`src/rtl/axi_arb_pkg.sv`:
```
// Shared types for the two-master AXI memory arbiter.
//   src_t        : one-bit source index (0 = s0, 1 = s1), also the ID bit
//                  that is prepended on the master side.
//   arb_state_t  : arbiter FSM state.
//   mid_w()      : master-side ID width for a given slave-side ID width.
package axi_arb_pkg;

  typedef logic src_t;

  typedef enum logic [1:0] {
    IDLE   = 2'd0,
    GRANT0 = 2'd1,
    GRANT1 = 2'd2
  } arb_state_t;

  function automatic int mid_w(input int id_w);
    return id_w + 1;
  endfunction

endpackage

```
`src/rtl/axi_rr_grant.sv`:
```
// Round-robin grant FSM for one AXI address channel (AW or AR).
// Ports:
//   clk, rst        : clock, asynchronous active-high reset
//   i_block         : when high, no new grant is made from IDLE
//   i_valid[1:0]    : per-source address valid
//   i_mready        : master-side address ready
//   o_ready[1:0]    : per-source address ready (only the granted source)
//   o_mvalid        : master-side address valid
//   o_grant         : currently granted source (meaningful while granted)
//   o_done          : one-cycle pulse on the master-side handshake
module axi_rr_grant
  import axi_arb_pkg::*;
(
  input  logic       clk,
  input  logic       rst,
  input  logic       i_block,
  input  logic [1:0] i_valid,
  input  logic       i_mready,
  output logic [1:0] o_ready,
  output logic       o_mvalid,
  output src_t       o_grant,
  output logic       o_done
);

  arb_state_t r_state;
  src_t       r_rr;
  logic       w_busy;

  assign w_busy     = (r_state == GRANT0) || (r_state == GRANT1);
  assign o_grant    = src_t'(r_state == GRANT1);
  assign o_mvalid   = w_busy && i_valid[o_grant];
  assign o_ready[0] = (r_state == GRANT0) && i_mready;
  assign o_ready[1] = (r_state == GRANT1) && i_mready;
  assign o_done     = o_mvalid && i_mready;

  // A granted source that withdraws valid simply keeps the grant; the
  // FSM only leaves GRANTn on a completed master handshake.
  always_ff @(posedge clk or posedge rst) begin
    if (rst) begin
      r_state <= IDLE;
      r_rr    <= 1'b0;
    end else begin
      case (r_state)
        IDLE: begin
          if (!i_block) begin
            if (&i_valid)        r_state <= r_rr ? GRANT1 : GRANT0;
            else if (i_valid[0]) r_state <= GRANT0;
            else if (i_valid[1]) r_state <= GRANT1;
          end
        end
        GRANT0, GRANT1: begin
          if (o_done) begin
            r_state <= IDLE;
            r_rr    <= ~o_grant;
          end
        end
        default: r_state <= IDLE;
      endcase
    end
  end

endmodule

```
`src/rtl/axi_mem_arbiter.sv`:
```
// Two-master AXI4 arbiter in front of the single uncore memory port.
// AW and AR are granted round-robin by independent axi_rr_grant instances.
// Write data follows AW grant order via a small source FIFO; B and R are
// routed back by the extra top ID bit the arbiter prepends on the master side.
// Ports:
//   uncoreclk, uncorerst : clock, asynchronous active-high reset
//   s0_* / s1_*          : AXI4 slave ports (AW, W, B, AR, R), ID_W-bit IDs
//   m_*                  : AXI4 master port toward memory, (ID_W+1)-bit IDs
module axi_mem_arbiter
  import axi_arb_pkg::*;
#(
  parameter int ID_W        = 4,
  parameter int ADDR_W      = 32,
  parameter int DATA_W      = 64,
  parameter int WFIFO_DEPTH = 4
) (
  input  logic                      uncoreclk,
  input  logic                      uncorerst,
  // s0
  input  logic [ID_W-1:0]           s0_awid,
  input  logic [ADDR_W-1:0]         s0_awaddr,
  input  logic [7:0]                s0_awlen,
  input  logic [2:0]                s0_awsize,
  input  logic [1:0]                s0_awburst,
  input  logic                      s0_awvalid,
  output logic                      s0_awready,
  input  logic [DATA_W-1:0]         s0_wdata,
  input  logic [DATA_W/8-1:0]       s0_wstrb,
  input  logic                      s0_wlast,
  input  logic                      s0_wvalid,
  output logic                      s0_wready,
  output logic [ID_W-1:0]           s0_bid,
  output logic [1:0]                s0_bresp,
  output logic                      s0_bvalid,
  input  logic                      s0_bready,
  input  logic [ID_W-1:0]           s0_arid,
  input  logic [ADDR_W-1:0]         s0_araddr,
  input  logic [7:0]                s0_arlen,
  input  logic [2:0]                s0_arsize,
  input  logic [1:0]                s0_arburst,
  input  logic                      s0_arvalid,
  output logic                      s0_arready,
  output logic [ID_W-1:0]           s0_rid,
  output logic [DATA_W-1:0]         s0_rdata,
  output logic [1:0]                s0_rresp,
  output logic                      s0_rlast,
  output logic                      s0_rvalid,
  input  logic                      s0_rready,
  // s1
  input  logic [ID_W-1:0]           s1_awid,
  input  logic [ADDR_W-1:0]         s1_awaddr,
  input  logic [7:0]                s1_awlen,
  input  logic [2:0]                s1_awsize,
  input  logic [1:0]                s1_awburst,
  input  logic                      s1_awvalid,
  output logic                      s1_awready,
  input  logic [DATA_W-1:0]         s1_wdata,
  input  logic [DATA_W/8-1:0]       s1_wstrb,
  input  logic                      s1_wlast,
  input  logic                      s1_wvalid,
  output logic                      s1_wready,
  output logic [ID_W-1:0]           s1_bid,
  output logic [1:0]                s1_bresp,
  output logic                      s1_bvalid,
  input  logic                      s1_bready,
  input  logic [ID_W-1:0]           s1_arid,
  input  logic [ADDR_W-1:0]         s1_araddr,
  input  logic [7:0]                s1_arlen,
  input  logic [2:0]                s1_arsize,
  input  logic [1:0]                s1_arburst,
  input  logic                      s1_arvalid,
  output logic                      s1_arready,
  output logic [ID_W-1:0]           s1_rid,
  output logic [DATA_W-1:0]         s1_rdata,
  output logic [1:0]                s1_rresp,
  output logic                      s1_rlast,
  output logic                      s1_rvalid,
  input  logic                      s1_rready,
  // master
  output logic [mid_w(ID_W)-1:0]    m_awid,
  output logic [ADDR_W-1:0]         m_awaddr,
  output logic [7:0]                m_awlen,
  output logic [2:0]                m_awsize,
  output logic [1:0]                m_awburst,
  output logic                      m_awvalid,
  input  logic                      m_awready,
  output logic [DATA_W-1:0]         m_wdata,
  output logic [DATA_W/8-1:0]       m_wstrb,
  output logic                      m_wlast,
  output logic                      m_wvalid,
  input  logic                      m_wready,
  input  logic [mid_w(ID_W)-1:0]    m_bid,
  input  logic [1:0]                m_bresp,
  input  logic                      m_bvalid,
  output logic                      m_bready,
  output logic [mid_w(ID_W)-1:0]    m_arid,
  output logic [ADDR_W-1:0]         m_araddr,
  output logic [7:0]                m_arlen,
  output logic [2:0]                m_arsize,
  output logic [1:0]                m_arburst,
  output logic                      m_arvalid,
  input  logic                      m_arready,
  input  logic [mid_w(ID_W)-1:0]    m_rid,
  input  logic [DATA_W-1:0]         m_rdata,
  input  logic [1:0]                m_rresp,
  input  logic                      m_rlast,
  input  logic                      m_rvalid,
  output logic                      m_rready
);

  localparam int PTR_W = $clog2(WFIFO_DEPTH);
  localparam int CNT_W = PTR_W + 1;

  src_t             w_aw_grant, w_ar_grant, w_head, w_bsel, w_rsel;
  logic             w_aw_done, w_ar_done, w_push, w_pop, w_empty;
  logic [CNT_W-1:0] w_cnt_nxt;
  logic [PTR_W-1:0] r_wptr, r_rptr;
  logic [CNT_W-1:0] r_cnt;
  logic             r_full;
  src_t             r_mem [WFIFO_DEPTH];

  // ---------------- address arbitration ----------------
  axi_rr_grant u_aw_grant (
    .clk      (uncoreclk),
    .rst      (uncorerst),
    .i_block  (r_full),
    .i_valid  ({s1_awvalid, s0_awvalid}),
    .i_mready (m_awready),
    .o_ready  ({s1_awready, s0_awready}),
    .o_mvalid (m_awvalid),
    .o_grant  (w_aw_grant),
    .o_done   (w_aw_done)
  );

  axi_rr_grant u_ar_grant (
    .clk      (uncoreclk),
    .rst      (uncorerst),
    .i_block  (1'b0),
    .i_valid  ({s1_arvalid, s0_arvalid}),
    .i_mready (m_arready),
    .o_ready  ({s1_arready, s0_arready}),
    .o_mvalid (m_arvalid),
    .o_grant  (w_ar_grant),
    .o_done   (w_ar_done)
  );

  assign m_awid    = {w_aw_grant, (w_aw_grant ? s1_awid : s0_awid)};
  assign m_awaddr  = w_aw_grant ? s1_awaddr  : s0_awaddr;
  assign m_awlen   = w_aw_grant ? s1_awlen   : s0_awlen;
  assign m_awsize  = w_aw_grant ? s1_awsize  : s0_awsize;
  assign m_awburst = w_aw_grant ? s1_awburst : s0_awburst;

  assign m_arid    = {w_ar_grant, (w_ar_grant ? s1_arid : s0_arid)};
  assign m_araddr  = w_ar_grant ? s1_araddr  : s0_araddr;
  assign m_arlen   = w_ar_grant ? s1_arlen   : s0_arlen;
  assign m_arsize  = w_ar_grant ? s1_arsize  : s0_arsize;
  assign m_arburst = w_ar_grant ? s1_arburst : s0_arburst;

  // ---------------- W-order FIFO ----------------
  // Each granted AW pushes its source; the head source owns the W channel
  // until its wlast beat is accepted. Because entries only exist after an
  // AW grant, W beats can never run ahead of their address.
  assign w_push  = w_aw_done;
  assign w_pop   = m_wvalid && m_wready && m_wlast;
  assign w_empty = (r_cnt == '0);
  assign w_head  = r_mem[r_rptr];

  always_comb begin
    w_cnt_nxt = r_cnt;
    if (w_push && !w_pop)      w_cnt_nxt = r_cnt + CNT_W'(1);
    else if (!w_push && w_pop) w_cnt_nxt = r_cnt - CNT_W'(1);
  end

  always_ff @(posedge uncoreclk or posedge uncorerst) begin
    if (uncorerst) begin
      r_wptr <= '0;
      r_rptr <= '0;
      r_cnt  <= '0;
      r_full <= 1'b0;
    end else begin
      if (w_push) r_wptr <= r_wptr + PTR_W'(1);
      if (w_pop)  r_rptr <= r_rptr + PTR_W'(1);
      r_cnt  <= w_cnt_nxt;
      // Registered so a simultaneous push/pop at full cannot open a grant
      // in the same cycle.
      r_full <= (w_cnt_nxt == CNT_W'(WFIFO_DEPTH));
    end
  end

  // Storage carries no reset: stale entries are never read while empty.
  always_ff @(posedge uncoreclk) begin
    if (w_push) r_mem[r_wptr] <= w_aw_grant;
  end

  // ---------------- W routing ----------------
  assign m_wvalid  = !w_empty && (w_head ? s1_wvalid : s0_wvalid);
  assign m_wdata   = w_head ? s1_wdata : s0_wdata;
  assign m_wstrb   = w_head ? s1_wstrb : s0_wstrb;
  assign m_wlast   = w_head ? s1_wlast : s0_wlast;
  assign s0_wready = !w_empty && !w_head && m_wready;
  assign s1_wready = !w_empty &&  w_head && m_wready;

  // ---------------- B / R routing ----------------
  assign w_bsel    = m_bid[ID_W];
  assign s0_bvalid = m_bvalid && !w_bsel;
  assign s1_bvalid = m_bvalid &&  w_bsel;
  assign m_bready  = w_bsel ? s1_bready : s0_bready;
  assign s0_bid    = m_bid[ID_W-1:0];
  assign s1_bid    = m_bid[ID_W-1:0];
  assign s0_bresp  = m_bresp;
  assign s1_bresp  = m_bresp;

  assign w_rsel    = m_rid[ID_W];
  assign s0_rvalid = m_rvalid && !w_rsel;
  assign s1_rvalid = m_rvalid &&  w_rsel;
  assign m_rready  = w_rsel ? s1_rready : s0_rready;
  assign s0_rid    = m_rid[ID_W-1:0];
  assign s1_rid    = m_rid[ID_W-1:0];
  assign s0_rdata  = m_rdata;
  assign s1_rdata  = m_rdata;
  assign s0_rresp  = m_rresp;
  assign s1_rresp  = m_rresp;
  assign s0_rlast  = m_rlast;
  assign s1_rlast  = m_rlast;

endmodule

```
`config.mk`:
```
export PLATFORM = sky130hd
export DESIGN_NAME = axi_mem_arbiter
export DESIGN_NICKNAME = d
export VERILOG_FILES = /design/src/rtl/axi_arb_pkg.sv /design/src/rtl/axi_rr_grant.sv /design/src/rtl/axi_mem_arbiter.sv
export SDC_FILE = /design/constraint.sdc
export NUM_CORES = 1
export LEC_CHECK = 0
export CAP_MARGIN = 5
export CORE_AREA = 2 2 305 307
export CTS_CLUSTER_DIAMETER = 30
export DETAILED_ROUTE_END_ITERATION = 16
export DIE_AREA = 0 0 307 309
export GPL_TIMING_DRIVEN = 0
export PLACE_DENSITY = 0.32
export SLEW_MARGIN = 20
export SYNTH_ARGS = -nofsm -noshare
export SYNTH_HDL_FRONTEND = slang
export SYNTH_SLANG_ARGS = --single-unit
```
`constraint.sdc`:
```
create_clock -name uncoreclk -period 3.6 [get_ports uncoreclk]
set_input_delay 0.36 -clock uncoreclk [delete_from_list [all_inputs] [get_ports uncoreclk]]
set_output_delay 0.36 -clock uncoreclk [all_outputs]
set_load 0.02 [all_outputs]
```
==> flow_summary_export.csv <==
group,metric,value,unit
clock_network,insertion_delay,0.25,ns
global_route,grt_antenna_before_repair,11,
logic_synthesis,synth_ff_type,"dfrtp_1",
pwr,ir_worst_vdd,0.211,mV
die,core,0.0914,mm2
setup_path,rr_startpoint,"u_aw_grant.r_state[0]",
setup_path,crit_type,"reg -> out",
logic_synthesis,synth-async-reset-ratio,77.8,%
setup_path,r2r-end,"r_full",
global_route,grt_usage,7.89,%
setup_path,r2r_cells,8,
clock_network,ctsHoldBuffers,0,
finish,post-route-util,14.3,%
logic_synthesis,synthCells,636,
timing,worstMarginPinSlew,0.738,ns
detailed_routing,drt_iter0_markers,138,
timing,hold_slack,0.480,ns
detailed_routing,wl_per_cell,16.0,um
timing,fmax,0.300,GHz
clock_network,htree_levels,1,
place,gp_congestion,0.862,
die,io_pins,780,
place,dp.final_hpwl,37700,um
clock_network,clockRootBuffer,"clkbuf_16",
timing,slew_viol_final,0,
pwr,total_power,0.00635,W
logic_synthesis,synth_top_area_cell,"buf_4",
timing,skew,0.00135,ns
timing,rsz0062_at_grt,"false",
timing,setup_viol,0,
finish,drive_gt1_share,20.0,%
finish,fin_nets,1794,
detailed_routing,drc_errors,0,
finish,final_cells,2533,
logic_synthesis,synth-edff-count,4,
logic_synthesis,netlist.area_leader.share,26.1,%
timing,slew_headroom,50.8,%
finish,layout_common_cells,"clkdlybuf4s50_1, nand2_1, buf_4",
clock_network,clk_path_buf_depth,2,
global_route,grt_pass1_wl,53800,um
detailed_routing,detail-route-antenna-nets,0,
global_route,grt_pass1_vias,7282,
setup_path,crit_fanout,10,
timing,hold_violations,0,
setup_path,r2r_slack,0.95,ns
logic_synthesis,syn-num-nets,1087,
clock_network,cts_tree,"yes",
logic_synthesis,synth.distinct_cells,36,
pwr,p_leak,5.19,nW
outcome,outcome,"completed",
detailed_routing,drtPass1Iterations,4,
logic_synthesis,yosys_warnings,0,
worst_hold_path,hp-class,"in -> async",
timing,min_period_over_period,92.5,%
finish,syn2layout_area_growth,192,%
finish,final_common_cell,"clkdlybuf4s50_1",
setup_path,crit_path_end_kind,"output pin",
logic_synthesis,synth-seq-cells,18,
place,port_buffers,702,
setup_path,cp_data_arrival_time,2.97,ns
detailed_routing,drt-total-wl,40600,um
detailed_routing,vias_per_cell,2.70,
die,die-area,0.0949,mm2
setup_path,cp_data_required_time,3.24,ns
global_route,grt_max_degree,15,
pwr,power_density,485,mW/mm2
clock_network,cts_sinks,18,
setup_path,start_kind,"flip-flop",
clock_network,cts_inserted_buffers,3,
die,rows,111,
logic_synthesis,synth_area_leaders,"buf_4, mux2_2, nand2_1",
timing,finalCriticalPeriod,3.33,ns
logic_synthesis,syn-mean-instance-area,7.06,um2
clock_network,cts_setup_buffers,0,
die,die_y,309,um
logic_synthesis,synthesis.area,0.00449,mm2
clock_network,clkTransAtPathRegs,0.06,ns
logic_synthesis,ys_seq_area_share,10.5,%
die,initial_utilization,4.91,%
detailed_routing,vias,6833,
run,maxCapViolCount,0,
place,dp.cells,2524,
die,die_w,307,um
global_route,grt_overflow,0,
## worst max-delay path, cell delays in order (launching register included)
cell and delay, ns:
dfrtp_1 0.44, mux2i_1 0.20, mux2_2 0.35, clkbuf_2 0.32, clkbuf_1 0.50, nand2_1 0.17, nand2_1 0.10, clkdlybuf4s50_1 0.63
## through the flow
step                cell area (um2)  setup WS (ns)  setup TNS (ns)
detailed placement            13000        -0.0657          -0.203
finish                        13100          0.271               0
floorplan                      4490           1.56               0
global route                  13100        0.00194               0
CTS                           13100          0.100               0
global placement              13000       -0.00133        -0.00133
## timing repair
action | in CTS | in global routing
gates resized for setup | 2 | 4
hold endpoints to repair | 0 | 0
endpoints found under the setup margin | 52 | 3
gates cloned | 0 | 0
## synthesized netlist by cell type, types with 2 or more instances
cell type,instances
inv_1,12
dfrtp_1,14
clkbuf_1,25
buf_4,156
and3_1,3
nand2_1,234
and4_1,2
nor2_1,6
mux2i_1,9
nor2b_1,3
nand3_1,8
edfxtp_1,4
and2_1,10
a31oi_1,2
mux2_2,101
o21ai_0,8
ha_1,13
nand4_1,2
xnor2_1,5
buf_1,3
## worst max path at each step
stage,start,end,slack [ns],cells past startpoint
after CTS,r_rptr[0],m_wdata[20],0.10,6
after global placement,r_rptr[0],m_wdata[20],-0.001,6
after detailed placement,r_rptr[0],m_wdata[20],-0.07,6
after floorplan,u_aw_grant.r_state[0],m_awaddr[0],1.56,5
after global routing,r_rptr[1],m_wdata[15],0.002,7
final,r_rptr[1],m_wdata[5],0.27,7
## sequential cells by signal, indices dropped and copies added (netlist names)
name / count
u_aw_grant.r_state: 2
u_aw_grant.r_rr: 1
u_ar_grant.r_state: 2
r_wptr: 2
r_rptr: 2
r_full: 1
r_cnt: 3
r_mem: 4
u_ar_grant.r_rr: 1
## power by group
| group | total (W) | switching (W) | internal, W |
|---|---|---|---|
| Sequential | 0.000359 | 0.0000670 | 0.000292 |
| Combinational | 0.00574 | 0.00308 | 0.00267 |
| Clock | 0.000253 | 0.0000836 | 0.000169 |
## area by class of cell
type	count	area (um2)
buffer	185	1280
fill	10400	78300
timing repair buffer	702	7030
inverter	12	45.0
antenna	5	12.5
tap	1186	1480
multi-input combinational	421	2690
clock buffer	4	88.8
sequential	18	470
## logic make-up (layout without fill, tap and decap cells)
logic type                 Yosys count  in the layout  share of synthesized area [%]
xor gates and xnor gates             5              5                          0.975
buffers and inverters              197            903                           29.5
DFF                                 18             18                           10.5
muxes                              112            112                           28.2
adders and majority gates           15             15                           4.10
and+or+nand+nor                    273            273                           24.5
other                                0              5                              0
AOI/OAI and AO/OA                   16             16                           2.20
## metal layers
| metal | part of all wire, % | wire [um] | global-route usage, % | vias up |
|---|---|---|---|---|
| li1 | - | - | - | 3312 |
| met4 | 2.1 | 848 | 1.60 | 6 |
| met5 | 0.089 | 36 | 0 | - |
| met2 | 51 | 20700 | 14.9 | 452 |
| met3 | 10 | 4120 | 2.43 | 30 |
| met1 | 37 | 14900 | 8.65 | 3033 |
Power figures use the tool's default switching activity.
